===== src/rtl/pipe_pkg.sv =====
// Shared widths, control-bundle bit positions and the NOP control word
// for the pipeline-stage registers.
package pipe_pkg;

  // Control-bundle widths per inter-stage boundary
  localparam int IF_ID_CTRL_W  = 16;
  localparam int ID_EX_CTRL_W  = 16;
  localparam int EX_MEM_CTRL_W = 16;
  localparam int MEM_WB_CTRL_W = 16;

  // Bit positions inside a 16-bit control bundle
  localparam int CB_REG_WRITE  = 0;
  localparam int CB_MEM_TO_REG = 1;
  localparam int CB_BRANCH     = 2;
  localparam int CB_MEM_READ   = 3;
  localparam int CB_MEM_WRITE  = 4;
  localparam int CB_REG_DST    = 5;
  localparam int CB_ALU_SRC    = 6;
  localparam int CB_ALU_OP_LSB = 7;   // 2 bits: [8:7]
  localparam int CB_ALU_OP_W   = 2;
  localparam int CB_IS_JAL     = 9;
  localparam int CB_OPCODE_LSB = 10;  // 6 bits: [15:10]
  localparam int CB_OPCODE_W   = 6;

  // A bubble carries no side effects downstream
  localparam logic [ID_EX_CTRL_W-1:0] NOP_CTRL = '0;

endpackage


===== src/rtl/pipe_stage_elastic_slot.sv =====
// One stage entry: valid flag, control bundle and data bundle.
// Clear wins over load; data survives a clear unless i_zero_data is set.
module pipe_slot #(
  parameter int CTRL_W = 16,
  parameter int DATA_W = 128
) (
  input  logic              clk,
  input  logic              rst,
  input  logic              i_load,
  input  logic              i_clear,
  input  logic              i_zero_data,
  input  logic [CTRL_W-1:0] i_ctrl,
  input  logic [DATA_W-1:0] i_data,
  output logic              o_valid,
  output logic [CTRL_W-1:0] o_ctrl,
  output logic [DATA_W-1:0] o_data
);

  logic              r_valid;
  logic [CTRL_W-1:0] r_ctrl;
  logic [DATA_W-1:0] r_data;

  // Entry register: reset, clear (kill), load, or hold
  always_ff @(posedge clk) begin
    if (rst) begin
      r_valid <= 1'b0;
      r_ctrl  <= '0;
      r_data  <= '0;
    end else if (i_clear) begin
      r_valid <= 1'b0;
      r_ctrl  <= '0;
      if (i_zero_data) r_data <= '0;
    end else if (i_load) begin
      r_valid <= 1'b1;
      r_ctrl  <= i_ctrl;
      r_data  <= i_data;
    end
  end

  assign o_valid = r_valid;
  assign o_ctrl  = r_ctrl;
  assign o_data  = r_data;

endmodule


===== src/rtl/pipe_stage_elastic.sv =====
// Elastic pipeline-stage register with valid/ready handshake, optional
// skid entry, hazard bubble and branch flush. Control output is forced
// to zero whenever the head is empty.
module pipe_stage_elastic
  import pipe_pkg::*;
#(
  parameter int CTRL_W   = ID_EX_CTRL_W,
  parameter int DATA_W   = 128,
  parameter int SKID     = 1,
  parameter int CLR_DATA = 0
) (
  input  logic              clk,
  input  logic              rst,
  input  logic              in_valid,
  output logic              in_ready,
  input  logic [CTRL_W-1:0] in_ctrl,
  input  logic [DATA_W-1:0] in_data,
  input  logic              bubble,
  input  logic              flush,
  output logic              out_valid,
  input  logic              out_ready,
  output logic [CTRL_W-1:0] out_ctrl,
  output logic [DATA_W-1:0] out_data,
  output logic [1:0]        occupancy
);

  logic              w_head_valid;
  logic [CTRL_W-1:0] w_head_ctrl;
  logic [DATA_W-1:0] w_head_data;
  logic              w_skid_valid;
  logic [CTRL_W-1:0] w_skid_ctrl;
  logic [DATA_W-1:0] w_skid_data;

  logic              w_in_ready;
  logic              w_accept;
  logic              w_retire;
  logic              w_zero_data;

  logic              w_head_load;
  logic              w_head_clear;
  logic [CTRL_W-1:0] w_head_ctrl_nx;
  logic [DATA_W-1:0] w_head_data_nx;
  logic              w_skid_load;
  logic              w_skid_clear;

  assign w_accept    = in_valid & w_in_ready & ~bubble & ~flush;
  assign w_retire    = w_head_valid & out_ready & ~flush;
  assign w_zero_data = flush & (CLR_DATA != 0);

  // Slot steering: refill head from skid first, else from input; overflow to skid
  always_comb begin
    w_head_load    = 1'b0;
    w_head_clear   = flush;
    w_head_ctrl_nx = in_ctrl;
    w_head_data_nx = in_data;
    w_skid_load    = 1'b0;
    w_skid_clear   = flush;
    if (!flush) begin
      if (w_retire) begin
        if (w_skid_valid) begin
          // in_ready was low, so no accept can coincide with this move
          w_head_load    = 1'b1;
          w_head_ctrl_nx = w_skid_ctrl;
          w_head_data_nx = w_skid_data;
          w_skid_clear   = 1'b1;
        end else if (w_accept) begin
          w_head_load = 1'b1;
        end else begin
          w_head_clear = 1'b1;
        end
      end else if (w_accept) begin
        if (!w_head_valid) w_head_load = 1'b1;
        else               w_skid_load = 1'b1;
      end
    end
  end

  pipe_slot #(.CTRL_W(CTRL_W), .DATA_W(DATA_W)) u_head (
    .clk         (clk),
    .rst         (rst),
    .i_load      (w_head_load),
    .i_clear     (w_head_clear),
    .i_zero_data (w_zero_data),
    .i_ctrl      (w_head_ctrl_nx),
    .i_data      (w_head_data_nx),
    .o_valid     (w_head_valid),
    .o_ctrl      (w_head_ctrl),
    .o_data      (w_head_data)
  );

  generate
    if (SKID != 0) begin : g_skid
      pipe_slot #(.CTRL_W(CTRL_W), .DATA_W(DATA_W)) u_skid (
        .clk         (clk),
        .rst         (rst),
        .i_load      (w_skid_load),
        .i_clear     (w_skid_clear),
        .i_zero_data (w_zero_data),
        .i_ctrl      (in_ctrl),
        .i_data      (in_data),
        .o_valid     (w_skid_valid),
        .o_ctrl      (w_skid_ctrl),
        .o_data      (w_skid_data)
      );
      // Depends only on registered skid state (plus the hazard stall)
      assign w_in_ready = ~w_skid_valid & ~bubble;
    end else begin : g_noskid
      logic w_unused_skid;
      assign w_unused_skid = &{1'b0, w_skid_load, w_skid_clear};
      assign w_skid_valid  = 1'b0;
      assign w_skid_ctrl   = '0;
      assign w_skid_data   = '0;
      assign w_in_ready    = (~w_head_valid | out_ready) & ~bubble;
    end
  endgenerate

  assign in_ready  = w_in_ready;
  assign out_valid = w_head_valid;
  assign out_ctrl  = w_head_ctrl & {CTRL_W{w_head_valid}};
  assign out_data  = w_head_data;
  assign occupancy = {1'b0, w_head_valid} + {1'b0, w_skid_valid};

  // Two entries at most: head plus skid
  always_ff @(posedge clk) begin
    if (!rst) assert (occupancy != 2'd3);
  end

endmodule


===== config.mk =====
export PLATFORM = sky130hd
export DESIGN_NAME = pipe_stage_elastic
export DESIGN_NICKNAME = d
export VERILOG_FILES = /design/src/rtl/pipe_pkg.sv /design/src/rtl/pipe_stage_elastic_slot.sv /design/src/rtl/pipe_stage_elastic.sv
export SDC_FILE = /design/constraint.sdc
export NUM_CORES = 1
export LEC_CHECK = 0
export BUFFER_PORTS_ARGS = -buffer_cell sky130_fd_sc_hd__buf_2
export CAP_MARGIN = 20
export CORE_ASPECT_RATIO = 0.9
export CORE_MARGIN = 4
export CORE_UTILIZATION = 57
export DETAILED_ROUTE_END_ITERATION = 8
export HOLD_SLACK_MARGIN = 0.02
export PLACE_DENSITY = 0.85
export SLEW_MARGIN = 5
export SYNTH_ARGS = -nofsm -noshare
export SYNTH_HDL_FRONTEND = slang
export SYNTH_SLANG_ARGS = --single-unit

===== constraint.sdc =====
create_clock -name clk -period 5 [get_ports clk]
set_input_delay 0.5 -clock clk [delete_from_list [all_inputs] [get_ports clk]]
set_output_delay 0.5 -clock clk [all_outputs]
set_load 0.05 [all_outputs]

==> metrics list, run 1 <==
- Outcome: finished clean
- Share of the core filled with cells: 0.707
- Hold repair after CTS inserted 0 buffers.
- Worst vdd rail ir drop: between 0.2 and 0.25 mV
- In this run the number of H-tree levels came out at 1.
- The net count of the finished layout is 1,821.
* Clk_skew: ~0.0074 ns
- For this run, the register share of the synthesized area comes to 0.517.
- Most common cell after layout, fill and taps aside: sky130_fd_sc_hd__nand2_1
- Clock transition time at the flip-flop clock pins of the worst setup and hold paths: 0.06 ns
* Largest net degree at the start of global routing: 231
- After detailed routing, the number of vias per cell comes to about 5.5.
- The average instance in the mapped netlist occupies 7.71 µm².
* Distinct cell type count after synthesis: 27
- Leakage power: 5.49 nW
- Once detail routing completed, the nets flagged for antenna violations numbered 0.
- Number of global-route vias before repair: 9,951
- Chip Height: ~140 µm
- Achievable clock frequency: 343 MHz
- Final setup fails: 0
- The worst pin sits at a relative slew slack of 0.243.
* Worst path slowest cell: sky130_fd_sc_hd__and2_4
- Most frequent cells in the layout: sky130_fd_sc_hd__nand2_1, sky130_fd_sc_hd__buf_2, sky130_fd_sc_hd__dfxtp_1
- Placeable core area: 19,300 µm²
- The floorplan has 48 rows.
* Post-layout min period: 2.92 ns
- TritonCTS created 29 clock buffers.
* Cell-by-cell trace of the critical path: nor4bb_1 > and2_4 > buf_12 > nand2_1 > a21oi_1
- DRC Markers: 0
- Before antenna repair, the detailed router went through 5 iterations.
- Excluding fillers, the count of instances in the completed layout stands at 1,941.
* First-pass GRT wire length: 49.3 mm
- Average wire per cell in the routed design: 15.7 µm
* Placement-stage cell area: around 13,000 µm²
* Instance count of the mapped netlist: between 1,000 and 1,500
- Routability-driven placement finished with a final weighted congestion of between 0.8 and 0.9.
- Dividing the final minimum period by the clock period gives 0.584.
- After routing, the total negative slack on setup checks comes to 0 ns.
* Antenna violations before repair: 4
* Number of gates resized after cts: 0
- For the worst setup path, the data required time is 5.42 ns.
- STA classifies the critical path endpoint as a register.
- Critical path fanouts, max: 76
* RSZ-0062 raised after global routing: no
- Power density relative to cell area: around 370 nW/µm²
- The routed design has 30.5 mm of wire.
- Across the run, the number of max-cap violations was 0.
- Post-CTS timing repair inserted 0 buffers for setup.
- The floorplan step defined a die boundary enclosing roughly 22,000 µm².
- The tightest hold path in the finished design has a slack of 0.221 ns.
- For this run, the total global-route usage over all layers was measured as 0.264.
- The finished cells cover between 10,000 and 15,000 µm².
- Overall die width: 156 µm
- Fraction of layout instances using a drive strength above 1: 0.211
* Cell at the root of the clock tree: sky130_fd_sc_hd__clkbuf_16
- Number of max-slew violations in the final report: 0
* Vias post-DR: 10,716
- For this run, the slowest stage of the critical path takes 0.76 ns.
* Reg-to-reg setup timing slack: 2.08 ns
- Layout overhead on the synthesized area: 21.3%
* Detailed Route Iter0 Violations: 905
* Number of warnings issued by yosys: 0
* Type of the tightest min-delay check: in -> reg
- Initial Util: 0.583
* Grt total ovfl: 0
- For this design the top-level I/O count stands at slightly below 300.
- The worst setup path is launched from a register.
* Worst Tran Pin Value: 1.14 ns
- The wire-length estimate of the detail-placed layout is 19.0 mm.
* Maximum clock insertion buffer count: 3
- Counting tap cells, the placed design contains a total of 1,888 instances.
- Clock tree from TritonCTS: yes
- Clock latency on the worst-skew pair, taken at its later pin, is 0.52 ns.
* Worst setup path class: reg -> reg
* Arr. time, crit path: 3.34 ns
- Summing every instance area after synthesis gives 11,200 µm².
- During placement, the flow inserted port buffers numbering between 200 and 300.
* Number of nets in the synthesized netlist: 1,608
* Post-synthesis register bit count: 290
- Hold violation total from the final report: 0
- TritonCTS sink count: 290
-- where the power goes --
part / internal (W) / switching (W)
sequential: 0.00237 / 0.0000351
combinational: 0.000143 / 0.000379
clock: 0.00127 / 0.000865
-- metrics by stage --
| step | total power [W] | worst slack, ns |
|---|---|---|
| global placement | 0.00297 | 2.17 |
| global route | 0.00524 | 1.79 |
| detailed placement | 0.00298 | 2.08 |
| CTS | 0.00509 | 2.06 |
| finish | 0.00507 | 2.08 |
| floorplan | 0.00280 | 2.72 |
-- Yosys cell counts --
master	instances	area (µm²)
sky130_fd_sc_hd__nor2_1	131	492
sky130_fd_sc_hd__nor2b_1	2	12.5
sky130_fd_sc_hd__o21ai_0	15	75.1
sky130_fd_sc_hd__and2_1	17	106
sky130_fd_sc_hd__nand2b_1	1	6.26
sky130_fd_sc_hd__dfxtp_1	290	5810
sky130_fd_sc_hd__buf_4	2	15.0
sky130_fd_sc_hd__or2_2	1	6.26
sky130_fd_sc_hd__clkbuf_2	1	5.00
sky130_fd_sc_hd__nand2_1	575	2160
sky130_fd_sc_hd__ha_1	1	12.5
sky130_fd_sc_hd__clkbuf_1	87	327
sky130_fd_sc_hd__o21a_1	1	7.51
sky130_fd_sc_hd__a31oi_1	15	93.8
sky130_fd_sc_hd__mux2i_1	2	20.0
sky130_fd_sc_hd__inv_1	1	3.75
sky130_fd_sc_hd__a211oi_1	1	7.51
sky130_fd_sc_hd__a21oi_1	145	726
sky130_fd_sc_hd__buf_1	5	18.8
sky130_fd_sc_hd__a221oi_4	1	26.3
sky130_fd_sc_hd__nand4b_1	1	8.76
sky130_fd_sc_hd__o31a_1	1	8.76
sky130_fd_sc_hd__a311oi_1	127	1110
sky130_fd_sc_hd__nor4bb_1	1	10.0
sky130_fd_sc_hd__nand3_1	1	5.00
sky130_fd_sc_hd__buf_2	31	155
sky130_fd_sc_hd__mux2_2	1	11.3
-- registers in the layout (all words and copies together) (netlist names) --
name                   flops
u_head.o_valid             1
g_skid.u_skid.o_valid      1
u_head.o_ctrl             16
u_head.o_data            128
g_skid.u_skid.o_data     128
g_skid.u_skid.o_ctrl      16
-- final cells by class --
type | instances | area, µm²
Sequential cell | 290 | 5810
Tap cell | 250 | 313
Multi-Input combinational cell | 1040 | 4920
Timing Repair Buffer | 308 | 1640
Clock inverter | 9 | 123
Antenna cell | 2 | 5.00
Inverter | 1 | 3.75
Fill cell | 1562 | 5650
Clock buffer | 41 | 811
-- logic make-up (layout without fill, tap and decap cells) --
logic type                 after synthesis  in the layout  synth area share
AOI/OAI and AO/OA                      306            306             0.183
adders and majority gates                1              1           0.00111
buffers and inverters                  127            359            0.0467
DFF                                    290            290             0.517
muxes                                    3              3           0.00278
other                                    0              2                 0
and+or+nand+nor                        730            730             0.250
-- final timing paths --
path / from / to / cells after the start
setup reg to reg: u_head.o_valid / g_skid.u_skid.o_data[35] / 5
setup / recovery: u_head.o_valid / g_skid.u_skid.o_data[35] / 5
hold reg to reg: g_skid.u_skid.o_data[37] / g_skid.u_skid.o_data[37] / 2
hold / removal: in_data[80] / g_skid.u_skid.o_data[80] / 3
-- metal layers --
metal	global-route usage	vias to the layer above	part of all wire
met2	0.440	414	0.48
met1	0.353	4936	0.41
met3	0.0445	67	0.076
met5	0	-	0.00085
met4	0.0783	4	0.029
li1	-	5295	-
-- worst max-delay path, delay by kind of cell (launching register included) --
kind	cells	cell delay, ns
AO/OA/AOI/OAI	1	0.19
buffers and inverters	1	0.40
flip-flops	1	0.69
AND/OR/NAND/NOR	3	1.43
Note: power is estimated with default switching activity, not from simulation.
==> run 2, diff against run 1 <==
- CORE_UTILIZATION: 57 -> 53
- PLACE_DENSITY: 0.85 -> 0.8
- clock period: 5 -> 2.84 ns (I/O delays scaled with it)
==> run 2 against run 1 <==
  * Sequential share of layout area shrank 4.4 points
  * Die area up 7.1%
  * First-iteration DRC count rose by 36%
  * Via count up 8.5%
  * Combinational power increased by 110%
  * Worst setup slack worse by 1.5 ns
  * Wire length increased by 12%
  * Maximum frequency grew 31%
  * Flip-flop and latch count unchanged
  * Non-clock buffer count grew 145
  * Clock-buffer cell count grew 5
  * Final cell count grew 9.3%
==> metrics list, run 2 (synthesized netlist as in run 1, its figures left out) <==
- The run finished with clean final reports.
- Clock transition time at the flip-flop clock pins of the worst setup and hold paths: 0.06 ns
- In the layout the commonest cells are sky130_fd_sc_hd__nand2_1, sky130_fd_sc_hd__buf_2, sky130_fd_sc_hd__dfxtp_1.
* Clk_skew: 0.00736 ns
- The worst setup path is launched from a register.
- Filler cell count in the final layout: 1,499
* Worst vdd rail ir drop: 0.428 mV
* Total power after layout: 0.00925 W
- Max-cap violations in this run came to 0.
* Global routing's busiest layer: met2
- The count of pins over their slew limit came to 0.
* Worst path slowest cell: sky130_fd_sc_hd__dfxtp_1
- In this run the standard cell core region covers 20,800 µm².
- First-pass GRT wire length: around 55 mm
- Clock insertion delay at the later pin of the skew report: 0.52 ns
* Largest net degree at the start of global routing: 227
- Delay contributed by the slowest stage of the critical path: 0.37 ns
- Average wire per cell in the routed design: ~16 µm
- Met2 Usage GRT: 0.465
- Based on the critical path, the design can be clocked at up to ~450 MHz.
* RSZ-0062 raised after global routing: no
- Relative to the synthesized area, the layout overhead comes to 35.3%.
- For this configuration, the core starts out at a cell density of 0.539.
- Boundary Pins: just under 300
* Final setup fails: 0
- In the global route stage, met3 resource usage came out at 0.0471.
* Cell at the root of the clock tree: sky130_fd_sc_hd__clkbuf_16
- Share of the core filled with cells: 0.730
* Routability congestion estimate from global placement: between 0.7 and 0.8
- Counting along the longest clock path gives a buffer depth of 3.
* Most common cell after layout, fill and taps aside: sky130_fd_sc_hd__nand2_1
- Wire length reported by the detailed router: between 30 and 40 mm
* Overall die width: 161 µm
- Number of global-route vias before repair: between 10,000 and 15,000
* Drt via density: between 5 and 6
- CTS HTree Levels: 1
- Tcrit/Tclk final: 0.785
- Summed over all cells, the static leakage comes to 6.14 nW.
- For this run, the total global-route usage over all layers was measured as 0.273.
- Arr. time, crit path: between 2 and 3 ns
- In the global route stage, met1 resource usage came out at 0.343.
- Crit. End Element: register
- Port Buffer Count: between 200 and 300
- The min-delay analysis places its worst path in the category in -> reg.
- The critical path in this run is classified as reg -> reg.
- Post-CTS timing repair inserted 0 buffers for setup.
* Chip Height: 146 µm
* TritonCTS sink count: 290
* Standard-cell row count: 50
* Detailed Route Iter0 Violations: 1,234
- The die covers about 24,000 µm².
* Antenna fix cells: 0
- For this run, the post-layout net count is a little under 2,000.
- In the routed design, unresolved DRC markers number 0.
- Sum Neg Setup Slack: 0 ns
* Worst Tran Pin Value: 1.01 ns
- Vias post-DR: approximately 12,000
* Relative slew slack: 0.324
* Power density relative to cell area: 608 nW/µm²
* Worst slack on hold paths: 0.0360 ns
- Counting the buffers created by CTS gives 29.
- Antenna violations before repair: 2
* Number of optimization iterations in the first detailed-route pass: 5
- The smallest clock period supported by the final layout is computed as 2.23 ns.
- Post-CTS repair changed the size of 0 cells.
* Hold violation total from the final report: 0
- Most used cell along the critical path: sky130_fd_sc_hd__buf_12
- DPL Wire Length: about 19 mm
- In this run the remaining antenna-violating nets after routing total 0.
- The critical path goes through or2_2 > a221oi_4 > buf_12 > buf_12 > nor2_1 > a311oi_1.
- For this run the aggregate overflow at the end of global routing stands at 0.
* Fraction of layout instances using a drive strength above 1: 0.198
- Hold-fix buffers, CTS: about 140
- In this run the worst path has a maximum fanout of 75.
- For the worst setup path, the data required time is around 3.2 ns.
- TritonCTS built the clock tree.
==> run 2: cell count changes in the layout (fill, tap and decap cells not counted) <==
cell,delta
sky130_fd_sc_hd__clkbuf_1,+1
sky130_fd_sc_hd__dlygate4sd3_1,+139
sky130_fd_sc_hd__clkinv_2,-3
sky130_fd_sc_hd__buf_4,+2
sky130_fd_sc_hd__buf_12,+5
sky130_fd_sc_hd__buf_6,-1
sky130_fd_sc_hd__diode_2,-2
sky130_fd_sc_hd__clkbuf_8,+4
==> run 2: final cells by class <==
cell class	instances	area, µm²	share of cell area
Timing Repair Buffer	453	3140	0.206
Tap cell	286	358	0.0235
Clock buffer	46	870	0.0572
Multi-Input combinational cell	1040	4920	0.324
Clock inverter	6	108	0.00708
Sequential cell	290	5810	0.382
Inverter	1	3.75	0.000247
==> run 2: worst max-delay path, delay by kind of cell (launching register included) <==
family / cells / cell delay [ns]
AOI/OAI and AO/OA: 2 / 0.66
buffers and inverters: 2 / 0.58
DFF: 1 / 0.37
and+or+nand+nor: 2 / 0.46
==> run 2: layer usage <==
layer	wire, µm	part of all wire
met4	1510	0.044
met5	22	0.00064
met3	2270	0.066
met1	13700	0.40
met2	16700	0.49
==> run 2: where the power goes <==
part	internal [W]	switching (W)	leakage, nW
clock network	0.00236	0.00157	0.476
registers	0.00417	0.0000622	2.35
logic	0.000381	0.000710	3.32
total	0.00691	0.00234	6.14
==> run 2: stage by stage <==
| stage | worst slack (ns) | instance area, µm² | instances |
|---|---|---|---|
| floorplan | 0.676 | 11200 | 1457 |
| global placement | 0.855 | 12800 | 1931 |
| detailed placement | 0.777 | 12800 | 1931 |
| CTS | 0.755 | 15200 | 2122 |
| global route | 0.509 | 15200 | 2122 |
| finish | 0.609 | 15200 | 2122 |
==> run 2: path summary, 6_finish.rpt <==
path                                          startpoint                  endpoint  slack (ns)  cells after the start
worst min-delay path                         in_data[85]  g_skid.u_skid.o_data[85]        0.04                      3
worst max register to register     g_skid.u_skid.o_valid         u_head.o_data[35]        0.61                      6
worst min register to register  g_skid.u_skid.o_data[64]  g_skid.u_skid.o_data[64]        0.45                      2
worst max-delay path               g_skid.u_skid.o_valid         u_head.o_data[35]        0.61                      6
